### src/rtl/evm_disp_pkg.sv
// Shared FSM state type and display constants for the vote-count BCD display scheduler.
package evm_disp_pkg;

    typedef enum logic [1:0] {
        IDLE    = 2'd0,
        LOAD    = 2'd1,
        SETTLE  = 2'd2,
        CAPTURE = 2'd3
    } state_t;

    localparam int         BCD_DIGITS = 5;
    localparam int         BCD_W      = 20;
    localparam logic [4:0] AN_OFF     = 5'b11111;

endpackage

### src/rtl/seg_digit_scan.sv
// Free-running 5-digit multiplexed 7-segment scanner: slot divider, anode decode, digit mux.
// Optional leading-zero blanking when LZ_BLANK_EN is defined.
module seg_digit_scan
    import evm_disp_pkg::*;
#(
    parameter int SCAN_DIV = 50_000
) (
    input  logic                  clk,
    input  logic                  rst_n,
    input  logic [BCD_W-1:0]      value,
    output logic [BCD_DIGITS-1:0] an_n,
    output logic [3:0]            digit
);

    localparam int DIV_W = (SCAN_DIV > 1) ? $clog2(SCAN_DIV) : 1;

    logic [DIV_W-1:0]      div_cnt;
    logic                  div_wrap;
    logic [2:0]            slot;
    logic [2:0]            slot_next;
    logic [BCD_DIGITS-1:0] an_next;
    logic [3:0]            digit_next;

    assign div_wrap = (div_cnt == DIV_W'(SCAN_DIV - 1));

    // value is the figure the display holds after this edge, so anode and digit stay aligned with it
    always_comb begin
        slot_next = slot;
        if (div_wrap) begin
            slot_next = (slot == 3'(BCD_DIGITS - 1)) ? 3'd0 : slot + 3'd1;
        end
        an_next    = ~(BCD_DIGITS'(1) << slot_next);
        digit_next = 4'(value >> {slot_next, 2'b00});
`ifdef LZ_BLANK_EN
        if ((slot_next != 3'd0) && ((value >> {slot_next, 2'b00}) == '0)) begin
            an_next = AN_OFF;
        end
`endif
    end

    always_ff @(posedge clk) begin
        if (!rst_n) begin
            div_cnt <= '0;
            slot    <= '0;
            an_n    <= 5'b11110;
            digit   <= '0;
        end else begin
            div_cnt <= div_wrap ? '0 : div_cnt + DIV_W'(1);
            slot    <= slot_next;
            an_n    <= an_next;
            digit   <= digit_next;
        end
    end

endmodule

### src/rtl/bcd_display_scheduler.sv
// Time-shares one external binary-to-BCD converter across NUM_CAND vote counters and shows the result
// on a 5-digit multiplexed display. Leading-zero blanking is enabled by defining LZ_BLANK_EN.
//
// state   | meaning
// IDLE    | waiting for a pending conversion request
// LOAD    | snapshot the selected count onto conv_bin, clear pending
// SETTLE  | hold conv_bin for SETTLE_CYCLES while the converter settles
// CAPTURE | latch conv_bcd into bcd_value; chain straight into LOAD if another request is pending
module bcd_display_scheduler
    import evm_disp_pkg::*;
#(
    parameter int NUM_CAND      = 4,
    parameter int CNT_W         = 14,
    parameter int SEL_W         = 2,
    parameter int DWELL_CYCLES  = 100_000_000,
    parameter int SETTLE_CYCLES = 2,
    parameter int SCAN_DIV      = 50_000
) (
    input  logic                      clk,
    input  logic                      rst_n,
    input  logic [NUM_CAND*CNT_W-1:0] cnt_bus,
    input  logic                      auto_en,
    input  logic [SEL_W-1:0]          man_sel,
    output logic [CNT_W-1:0]          conv_bin,
    input  logic [BCD_W-1:0]          conv_bcd,
    output logic [BCD_W-1:0]          bcd_value,
    output logic                      bcd_valid,
    output logic [SEL_W-1:0]          cand_id,
    output logic                      busy,
    output logic [BCD_DIGITS-1:0]     an_n,
    output logic [3:0]                digit
);

    localparam int DWELL_W  = (DWELL_CYCLES > 1) ? $clog2(DWELL_CYCLES) : 1;
    localparam int SETTLE_W = $clog2(SETTLE_CYCLES + 1);

    state_t              state;
    state_t              state_next;
    logic                pending;
    logic [DWELL_W-1:0]  dwell_cnt;
    logic [SETTLE_W-1:0] settle_cnt;
    logic                tick;
    logic                man_req;
    logic                req;
    logic                sel_open;
    logic [SEL_W-1:0]    cand_next;
    logic [BCD_W-1:0]    bcd_next;

    assign tick     = (dwell_cnt == DWELL_W'(DWELL_CYCLES - 1));
    assign man_req  = !auto_en && (32'(man_sel) < NUM_CAND) && (man_sel != cand_id);
    assign req      = tick || man_req;
    // Manual selection is only taken between conversions so cand_id never moves under a running LOAD/SETTLE
    assign sel_open = (state == IDLE) || (state == CAPTURE);
    assign bcd_next = (state == CAPTURE) ? conv_bcd : bcd_value;

    always_comb begin
        cand_next = cand_id;
        if (tick && auto_en) begin
            cand_next = (cand_id == SEL_W'(NUM_CAND - 1)) ? '0 : cand_id + SEL_W'(1);
        end else if (man_req && sel_open) begin
            cand_next = man_sel;
        end
    end

    always_comb begin
        state_next = state;
        case (state)
            IDLE:    if (pending || req) state_next = LOAD;
            LOAD:    state_next = SETTLE;
            SETTLE:  if (settle_cnt == '0) state_next = CAPTURE;
            CAPTURE: state_next = (pending || req) ? LOAD : IDLE;
            default: state_next = IDLE;
        endcase
    end

    always_ff @(posedge clk) begin
        if (!rst_n) begin
            state      <= IDLE;
            pending    <= 1'b1;
            dwell_cnt  <= '0;
            settle_cnt <= '0;
            cand_id    <= '0;
            conv_bin   <= '0;
            bcd_value  <= '0;
            bcd_valid  <= 1'b0;
            busy       <= 1'b0;
        end else begin
            state     <= state_next;
            busy      <= (state_next != IDLE);
            cand_id   <= cand_next;
            dwell_cnt <= tick ? '0 : dwell_cnt + DWELL_W'(1);
            bcd_valid <= (state == CAPTURE);
            if (state == CAPTURE) begin
                bcd_value <= conv_bcd;
            end
            // A request arriving in LOAD itself must survive the clear
            if (state == LOAD) begin
                conv_bin   <= CNT_W'(cnt_bus >> (32'(cand_id) * CNT_W));
                pending    <= req;
                settle_cnt <= SETTLE_W'(SETTLE_CYCLES - 1);
            end else begin
                pending <= pending || req;
                if (settle_cnt != '0) begin
                    settle_cnt <= settle_cnt - SETTLE_W'(1);
                end
            end
        end
    end

    seg_digit_scan #(
        .SCAN_DIV (SCAN_DIV)
    ) u_scan (
        .clk   (clk),
        .rst_n (rst_n),
        .value (bcd_next),
        .an_n  (an_n),
        .digit (digit)
    );

endmodule
### config.mk
export PLATFORM = sky130hd
export DESIGN_NAME = bcd_display_scheduler
export DESIGN_NICKNAME = d
export VERILOG_FILES = /design/src/rtl/evm_disp_pkg.sv /design/src/rtl/seg_digit_scan.sv /design/src/rtl/bcd_display_scheduler.sv
export SDC_FILE = /design/constraint.sdc
export NUM_CORES = 1
export LEC_CHECK = 0
export ABC_AREA = 0
export BUFFER_PORTS_ARGS = -buffer_cell sky130_fd_sc_hd__buf_2
export CAP_MARGIN = 20
export CELL_PAD_IN_SITES_DETAIL_PLACEMENT = 1
export CELL_PAD_IN_SITES_GLOBAL_PLACEMENT = 1
export CORE_UTILIZATION = 43
export CTS_CLUSTER_DIAMETER = 40
export CTS_CLUSTER_SIZE = 10
export DETAILED_ROUTE_END_ITERATION = 10
export HOLD_SLACK_MARGIN = 0.03
export PLACE_DENSITY_LB_ADDON = 0.1
export SLEW_MARGIN = 40
export SYNTH_ARGS = -nofsm -noshare
export SYNTH_HDL_FRONTEND = slang
export SYNTH_SLANG_ARGS = --single-unit
### constraint.sdc
create_clock -name clk -period 4.2 [get_ports clk]
set_input_delay 0.21 -clock clk [delete_from_list [all_inputs] [get_ports clk]]
set_output_delay 0.21 -clock clk [all_outputs]
set_load 0.02 [all_outputs]
### Word level (Yosys, flattened, before mapping)

Index checks and enable logic that the tools add are counted.

* register bits after elaboration: 98
* word-level logic and storage cells: 62
* bits of input ports: 81
* output and inout port bits: 47

* muxes and demuxes: 13
* $add $sub $neg: 5
* equality and inequality tests: 8
* bitwise operators: 2
* shifts and indexed selects: 3
* reductions and logical operators: 16
* multiply operators: 1

Operators with widths (number)
* $shr A56 B6 Y14: 1
* $add A27 B1 Y27 const B: 1
* $eq A27 B27 Y1 const B: 1
* $mux W20: 1
* $shr A20 B5 Y4: 1
* $add A16 B1 Y16 const B: 1
* $eq A16 B16 Y1 const B: 1
* $mux W2: 5
* $pmux W2 S4: 1
* $reduce_bool A2 Y1: 4
* $eq A2 B2 Y1 const B: 3
* $mux W3: 2
* $reduce_or A2 Y1: 3
* $mul A2 B3 Y5 const B: 1
* $not A5 Y5: 1
* $shl A1 B3 Y5 const A: 1
* $logic_not A2 Y1: 2
* $mux W1: 4
* $add A3 B1 Y3 const B: 1
* $eq A3 B3 Y1 const B: 1
* $logic_and A1 B1 Y1: 3
* $logic_or A1 B1 Y1: 3
* $add A2 B1 Y2 const B: 1
* $eq A2 B1 Y1 const B: 1
* other kinds (4): 4

### Logic depth before layout (Yosys ltp)

Gate-level depths: netlist of the first run.

* word-level depth: 7
* mapped depth: 9
* gate-level depth less buffers: 8

### By module

A second synthesis of the first run with hierarchy kept.

* cells, all modules: 489
* area, all modules: 4808.4 sq um

By module, submodules not included
* bcd_display_scheduler: area an instance 3388.2 sq um, sequential area each 1401.3 sq um, instances 1, cells each 333
* seg_digit_scan: area an instance 1420.1 sq um, sequential area each 560.5 sq um, instances 1, cells each 156

### Least setup slack after synthesis of the first run

Ideal clock, no wire load.

* path kind: register to register
* start point: reg u_scan.div_cnt[0]
* end point: reg u_scan.digit[1]
* clock period less this slack: 1998 ps
* data required time: 4083 ps
* buffers on the path: 2
* arrival: 1881 ps
* library setup time: 117 ps
* stages on the path, launching flop included: 10
* path slack: 2202 ps
* cell sequence: dfxtp_1 -> ha_1 -> and3_1 -> buf_2 -> nand4_4 -> mux2i_2 -> buf_6 -> mux4_2 -> a32oi_1 -> nand2_1

* word-level cells in the longest chain between the ends: 3

RTL lines
* start: declaration: line seg_digit_scan.sv:17 `logic [DIV_W-1:0] div_cnt;`
* start signal: assignment: line seg_digit_scan.sv:48 `div_cnt <= div_wrap ? '0 : div_cnt + DIV_W'(1);`
* $eq A16 B16 Y1: line seg_digit_scan.sv:24 `assign div_wrap = (div_cnt == DIV_W'(SCAN_DIV - 1));`
* $mux W3: line seg_digit_scan.sv:29 `if (div_wrap) begin`
* $shr A20 B5 Y4: line seg_digit_scan.sv:33 `digit_next = 4'(value >> {slot_next, 2'b00});`
* end signal: assignment: line seg_digit_scan.sv:51 `digit <= digit_next;`
* end: declaration: line seg_digit_scan.sv:12 `output logic [3:0] digit`

Every way passes these cells.
A chain may end at the register's enable or synchronous reset.

### Worst setup path in the final report of the first run

* start point: reg u_scan.div_cnt[0]
* end point: reg u_scan.digit[0]

The elaborated chain is that of the path after synthesis.

==> results of run 1 <==
synthesized netlist by cell type (all sizes together), types with 2 or more instances:
cell and number:
xor2 25, nor2 91, a21oi 7, nor3b 2
nand4 8, mux4 22, nand2 26, nand2b 3
nand3 20, and2 3, ha 10, and3 13
or3 3, nor4 6, xnor2 16, a31oi 2
mux2i 38, buf 14, nor3 6, a32oi 4
nor4b 2, clkbuf 8, inv 11, dfxtp 98
worst paths after layout:
kind,endpoint,from,slack (ps),depth (start not counted)
min reg2reg,u_scan.div_cnt[0],u_scan.div_cnt[0],460,1
max,u_scan.digit[0],u_scan.div_cnt[0],1930,7
min,bcd_value[14],conv_bcd[14],100,3
max reg2reg,u_scan.digit[0],u_scan.div_cnt[0],1930,7
worst register-to-register path: stages, from the launching register on:
cell,delay [ps]
dfxtp_1,360
ha_1,190
and3_1,280
nand4_4,220
mux2i_4,490
mux4_2,390
a32oi_1,170
nand2_1,70
power by group through the flow:
stage / Clock (mW) / Sequential (mW) / Combinational (mW)
2_1_floorplan: 0 / 1.21 / 0.470
3_3_place_gp: 0 / 1.15 / 0.721
3_5_place_dp: 0 / 1.16 / 0.749
6_report: 0.669 / 1.14 / 0.740
5_1_grt: 0.729 / 1.16 / 0.810
4_1_cts: 0.691 / 1.14 / 0.754
routing by layer:
| layer | vias up | share of wire (%) | wire [um] | track usage, % |
|---|---|---|---|---|
| met1 | 1818 | 43 | 4580 | 23.9 |
| met5 | - | 0 | 0 | 0 |
| met4 | 0 | 1.9 | 206 | 7.85 |
| met3 | 20 | 4.9 | 523 | 5.38 |
| li1 | 1800 | - | - | - |
| met2 | 90 | 51 | 5430 | 36.0 |
through the flow:
stage / instances / area (sq um)
finish: 710 / 5540
CTS: 710 / 5530
floorplan: 452 / 4600
detailed placement: 694 / 5310
global placement: 694 / 5300
global route: 710 / 5540
state kept, by name, indices dropped and copies added (netlist names):
signal,count
u_scan.digit,4
bcd_valid,1
state,2
u_scan.slot,3
u_scan.an_n,5
dwell_cnt,27
bcd_value,20
u_scan.div_cnt,16
settle_cnt,2
pending,1
conv_bin,14
busy,1
cand_id,2
layout make-up:
cell class	instances	area, sq um	area share (%)
Clock buffer	14	153	2.76
Clock inverter	2	60.1	1.08
Inverter	11	41.3	0.746
Multi-Input combinational cell	321	2500	45.3
Sequential cell	98	1960	35.5
Tap cell	136	170	3.07
Timing Repair Buffer	128	643	11.6
cell families (layout without fill, tap and decap cells):
| group | after synthesis | after routing | synth area share, % |
|---|---|---|---|
| XOR/XNOR | 41 | 41 | 7.81 |
| AND/OR/NAND/NOR | 188 | 188 | 20.6 |
| buffers and inverters | 33 | 155 | 3.45 |
| flip-flops | 98 | 98 | 42.7 |
| multiplexers | 61 | 61 | 19.6 |
| AO/OA/AOI/OAI | 21 | 21 | 3.10 |
| adder cells (fa/ha/maj) | 10 | 10 | 2.72 |
==> impl_metrics.toml, run 1 <==
[routing]
via_count = 3728
wirelength_mm = 10.7
drtPass1Iterations = 4
drc = 0
routedWlPerCell_um = 15.1
ant_nets = 0
drtIter0Drc = 105
vias_per_cell = 5.25

[placed_design]
dp_hpwl_mm = 7.91
io_buffers = 127
dp_worst_setup_slack_ps = 1700
gp_congestion = 0.750

[setup_path]
path_class = "reg -> reg"
worstSetupStartpointType = "flip-flop"
cpLargestDelayFamily = "multiplexers"
cp.arrival_ps = 2530
slowest_stage = "mux2i_4"
crit_chain = "ha_1 > and3_1 > nand4_4 > mux2i_4 > mux4_2 > a32oi_1 > nand2_1"
critical_path_buf_inv_count = 0
critPathMaxFanout = 13
critPathMaxStageDelay_ps = 480
worst_setup_path_end_kind = "flip-flop"
cp.required_ps = 4460

[die]
die-area_sq_um = 11100
die_h_um = 105
rows = 37
die_x_um = 105
coreArea_sq_um = 10400
initial_core_util_pct = 44.4
ios = 128

[synthesis]
seq_area_frac_synth_pct = 42.7
synth_top_area_cell = "dfxtp_1"
synth-seq-cells = 98
syn_area_sq_um = 4600
synth_edf_count = 0
synth_top_area_share_pct = 42.7
yosysWarnings = 0
synthesis.nets = 543
synth.avg_cell_area_sq_um = 10.2
synth_area_leaders = "dfxtp_1 43%, mux4_2 11%, mux2i_1 7.8%"
synth_cell_types = 49
synthArstFlopShare_pct = 0
synthCells = 452
synth_top_flop_cell = "dfxtp_1"

[layout]
layout_common_cells = "127 x buf_2, 97 x dfxtp_1, 91 x nor2_1"
fin_util_pct = 53.4
layout_commonest_cell = "buf_2"
fill_cells = 1256
drive_gt1_share_pct = 31.2
area_growth_pct = 20.3
antenna_cells = 0
fin_nets = 660

[pwr]
switching_share_pct = 31.4
sequentialPowerShare_pct = 44.7
p_comb_share_pct = 29.1
power.leakage_nw = 2.31
vdd_drop_max_mv = 0.173
pwr_density_cell_nw_per_um2 = 460
power_switching_mw = 0.800
totalPowerFinal_mw = 2.55
intPower_mw = 1.75
pwr-share-clk_pct = 26.3

[outcome]
status = "finished, final reports clean"

[timing]
whs_ps = 97.6
period_needed_ps = 2270
slew_violations = 0
setup_slack_ps = 1930
hold_viol_final = 0
setup_violations = 0
tightest_slew_ps = 822
setup_tns_ps = 0
finalCritPeriodShare_pct = 54.1
relSlewSlack_pct = 45.1
rsz0062_at_grt = "no"
max_freq_ghz = 0.440
skew_ps = 11.7

[clock_tree]
cts_resized = 0
ctsHoldBuffers = 0
root_buffer = "clkbuf_8"
clk_latency_ps = 370
cts_buffers = 9
tritoncts = "built"
cts.clk_slew.worst_paths_ps = 90
postCtsSetupBuffers = 0
clock_path_buffers = 2
cts.sinks = 98
htree_levels = 3

[global_route]
grt_max_degree = 31
antenna_found_initial = 0
grt_use_total_pct = 20.6
overflow = 0
grt_pass1_wl_mm = 18.2
grt_pass1_vias = 4022

[job]
drv_cap = 0

[worst_hold_path]
hold_path.class = "in -> reg"
(Power assumes the default switching activity.)
==> run 2, diff against run 1 <==
--- a/config.mk
+++ b/config.mk
@@ -5,12 +5,12 @@
 export SDC_FILE = /design/constraint.sdc
 export NUM_CORES = 1
 export LEC_CHECK = 0
-export ABC_AREA = 0
+export ABC_AREA = 1
 export BUFFER_PORTS_ARGS = -buffer_cell sky130_fd_sc_hd__buf_2
 export CAP_MARGIN = 20
 export CELL_PAD_IN_SITES_DETAIL_PLACEMENT = 1
 export CELL_PAD_IN_SITES_GLOBAL_PLACEMENT = 1
-export CORE_UTILIZATION = 43
+export CORE_UTILIZATION = 34
 export CTS_CLUSTER_DIAMETER = 40
 export CTS_CLUSTER_SIZE = 10
 export DETAILED_ROUTE_END_ITERATION = 10
==> constraint.sdc (replaced) <==
create_clock -name clk -period 2 [get_ports clk]
set_input_delay 0.1 -clock clk [delete_from_list [all_inputs] [get_ports clk]]
set_output_delay 0.1 -clock clk [all_outputs]
set_load 0.02 [all_outputs]
==> impl_metrics.toml, run 2 <==
[layout]
stdcell_count = 1034
largest_reg_flops = 27
fin_nets = 940
fin_area_sq_um = 6130
fill_cells = 1858
drive_gt1_share_pct = 22.6
area_growth_pct = 23.4
regMostFlops = "dwell_cnt"
layout_common_cells = "142 x nor2_1, 127 x buf_2, 115 x nand2_1"
antenna_cells = 0
layout_commonest_cell = "nor2_1"
reg.largest.list = "dwell_cnt: 27 flops, bcd_value: 20 flops, u_scan.div_cnt: 16 flops"

[global_route]
antenna_found_initial = 0
use_met2_pct = 35.7
grt_max_degree = 30
grt_pass1_wl_mm = 23.8
use_met1_pct = 24.9
grt_pass1_vias = 5053
overflow = 0
grt.busiest_layer = "met2"
grt_util_met3_pct = 5.30
grt_use_total_pct = 20.3

[pwr]
vdd_drop_max_mv = 0.493
pwr_density_cell_nw_per_um2 = 1020
pwr-share-clk_pct = 28.7
switching_share_pct = 35.5
power_switching_mw = 2.21
p_comb_share_pct = 32.7
power.leakage_nw = 2.78
intPower_mw = 4.02
sequentialPowerShare_pct = 38.6

[die]
ios = 128
rows = 43
initial_core_util_pct = 35.4
coreArea_sq_um = 14000
die_h_um = 123
die_x_um = 123
die-area_sq_um = 15100

[timing]
period_needed_ps = 1790
setup_tns_ps = 0
setup_slack_ps = 213
setup_violations = 0
skew_ps = 8.19
slew_violations = 0
finalCritPeriodShare_pct = 89.3
max_freq_ghz = 0.560
rsz0062_at_grt = "no"
tightest_slew_ps = 509
relSlewSlack_pct = 66.0
hold_viol_final = 0

[synthesis]
muxShareOfSynthArea_pct = 0
yosys.area_share.adder_pct = 2.52
yosysWarnings = 0
syn_area_sq_um = 4970
seq_area_frac_synth_pct = 39.5
synthCells = 723
synth_cell_types = 38
synthesis.nets = 814
synth-seq-cells = 98
synth_top_family_by_area = "simple AND/OR/NAND/NOR gates"
synth.most_common_cell = "nor2_1"
synth_top_area_cell = "dfxtp_1"
synth_area_leaders = "dfxtp_1 40%, nor2_1 11%, nand2_1 8.7%"
synth_top_area_share_pct = 39.5
synth.avg_cell_area_sq_um = 6.87
synth_xor_area_share_pct = 2.82
synthArstFlopShare_pct = 0
synth_top_flop_cell = "dfxtp_1"
yosys.area_share.simple_pct = 32.9
synth-compound-area-share_pct = 12.9
synth_edf_count = 0
synthTopCellsByCount = "144 x nor2_1, 115 x nand2_1, 98 x dfxtp_1, 92 x inv_1, 55 x o21ai_0"

[routing]
routedWlPerCell_um = 14.2
wirelength_mm = 14.7
drtIter0Drc = 172
drc = 0
drtPass1Iterations = 4
via_count = 5018
vias_per_cell = 4.85
ant_nets = 0

[setup_path]
critPathMaxFanout = 20
r2r_cells = 10
worst_setup_path_end_kind = "flip-flop"
r2r_start = "state[0]"
worstSetupStartpointType = "flip-flop"
regToRegSetupSlack_ps = 210
path_class = "reg -> reg"
reg2reg_to = "u_scan.digit[2]"
cp.arrival_ps = 2040
cp.required_ps = 2250

[placed_design]
post_dp_cell_area_sq_um = 5820
io_buffers = 127
dp_worst_setup_slack_ps = 160
place_inst = 1018
gp_congestion = 0.823
dp_hpwl_mm = 11.4

[clock_tree]
root_buffer = "clkbuf_16"
tritoncts = "built"
cts.sinks = 98
ctsHoldBuffers = 0
htree_levels = 3
clock_path_buffers = 2
cts.clk_slew.worst_paths_ps = 70
clk_latency_ps = 350
cts_buffers = 9

[job]
drv_cap = 0

[worst_hold_path]
hold_path.class = "in -> reg"
hold_path_depth = 3
min_from = "conv_bcd[16]"
hold-path-endpoint = "bcd_value[16]"

[outcome]
status = "finished, final reports clean"
[run 2: cell types whose count changed after synthesis, moves of 15 or more]
cell     change
mux2i_1     -36
nor2_1      +53
o21ai_0     +54
inv_1       +81
nand2_1     +89
mux4_2      -22
nand3_1     +17
o21a_1      +16
xor2_1      -15
or2_2       +17
[run 2: area by class of cell]
class | instances | area, sq um | share of cell area (%)
clock buffers | 12 | 256 | 4.19
clock inverters | 4 | 50.0 | 0.817
inverters | 97 | 364 | 5.94
multi-input cells | 504 | 2540 | 41.5
flip-flops and latches | 98 | 1960 | 32.0
well taps | 180 | 225 | 3.67
repair buffers | 139 | 726 | 11.8
[run 2: worst max path at each step]
stage,start,endpoint,slack (ps),cells past startpoint
5_1_grt,dwell_cnt[0],cand_id[1],3,10
6_report,state[0],u_scan.digit[2],210,10
4_1_cts,dwell_cnt[0],dwell_cnt[24],120,10
2_1_floorplan,dwell_cnt[0],cand_id[1],430,10
3_5_place_dp,dwell_cnt[0],cand_id[1],160,10
3_3_place_gp,state[0],u_scan.digit[1],240,10
[run 2: kinds of logic after synthesis]
family | count (synthesis)
buffers and inverters | 121
xor gates and xnor gates | 16
AOI/OAI and AO/OA | 112
DFF | 98
adders and majority gates | 10
and+or+nand+nor | 366
[run 2: layer usage]
layer / share of wire, % / wire, um / vias to the layer above
li1: - / - / 2548
met1: 45 / 6600 / 2374
met2: 50 / 7310 / 85
met3: 4.9 / 724 / 11
met4: 0.67 / 98 / 0
met5: 0 / 0 / -
[run 2: power by group through the flow]
stage          clock network [mW]  registers (mW)  logic, mW
2_1_floorplan                   0            2.72       1.07
3_3_place_gp                    0            2.43       2.01
3_5_place_dp                    0            2.45       2.07
4_1_cts                      1.87            2.41       2.08
5_1_grt                      1.94            2.44       2.29
6_report                     1.79            2.40       2.03
[run 2: repair_timing]
item | 4_1_cts | 5_1_grt
resized for setup | 0 | 2
setup buffers | 0 | 0
endpoints found under the setup margin | 0 | 5
[run 2: critical path, stage by stage, from the launching register on]
cell     delay [ps]
dfxtp_1         380
ha_1            190
inv_1           230
or2_2           360
o21a_1          130
nand3_1          90
nand2_1          70
nand2_1          70
nand2_1          60
nand2_1          50
nand2_1          50
[run 2: through the flow]
stage	total power, mW	utilization (%)	hold slack (ps)
after floorplan	3.79	-	274
after global placement	4.45	41.4	429
after detailed placement	4.52	41.4	441
after CTS	6.36	43.6	59.0
after global routing	6.67	43.6	76.8
final	6.23	43.6	68.1
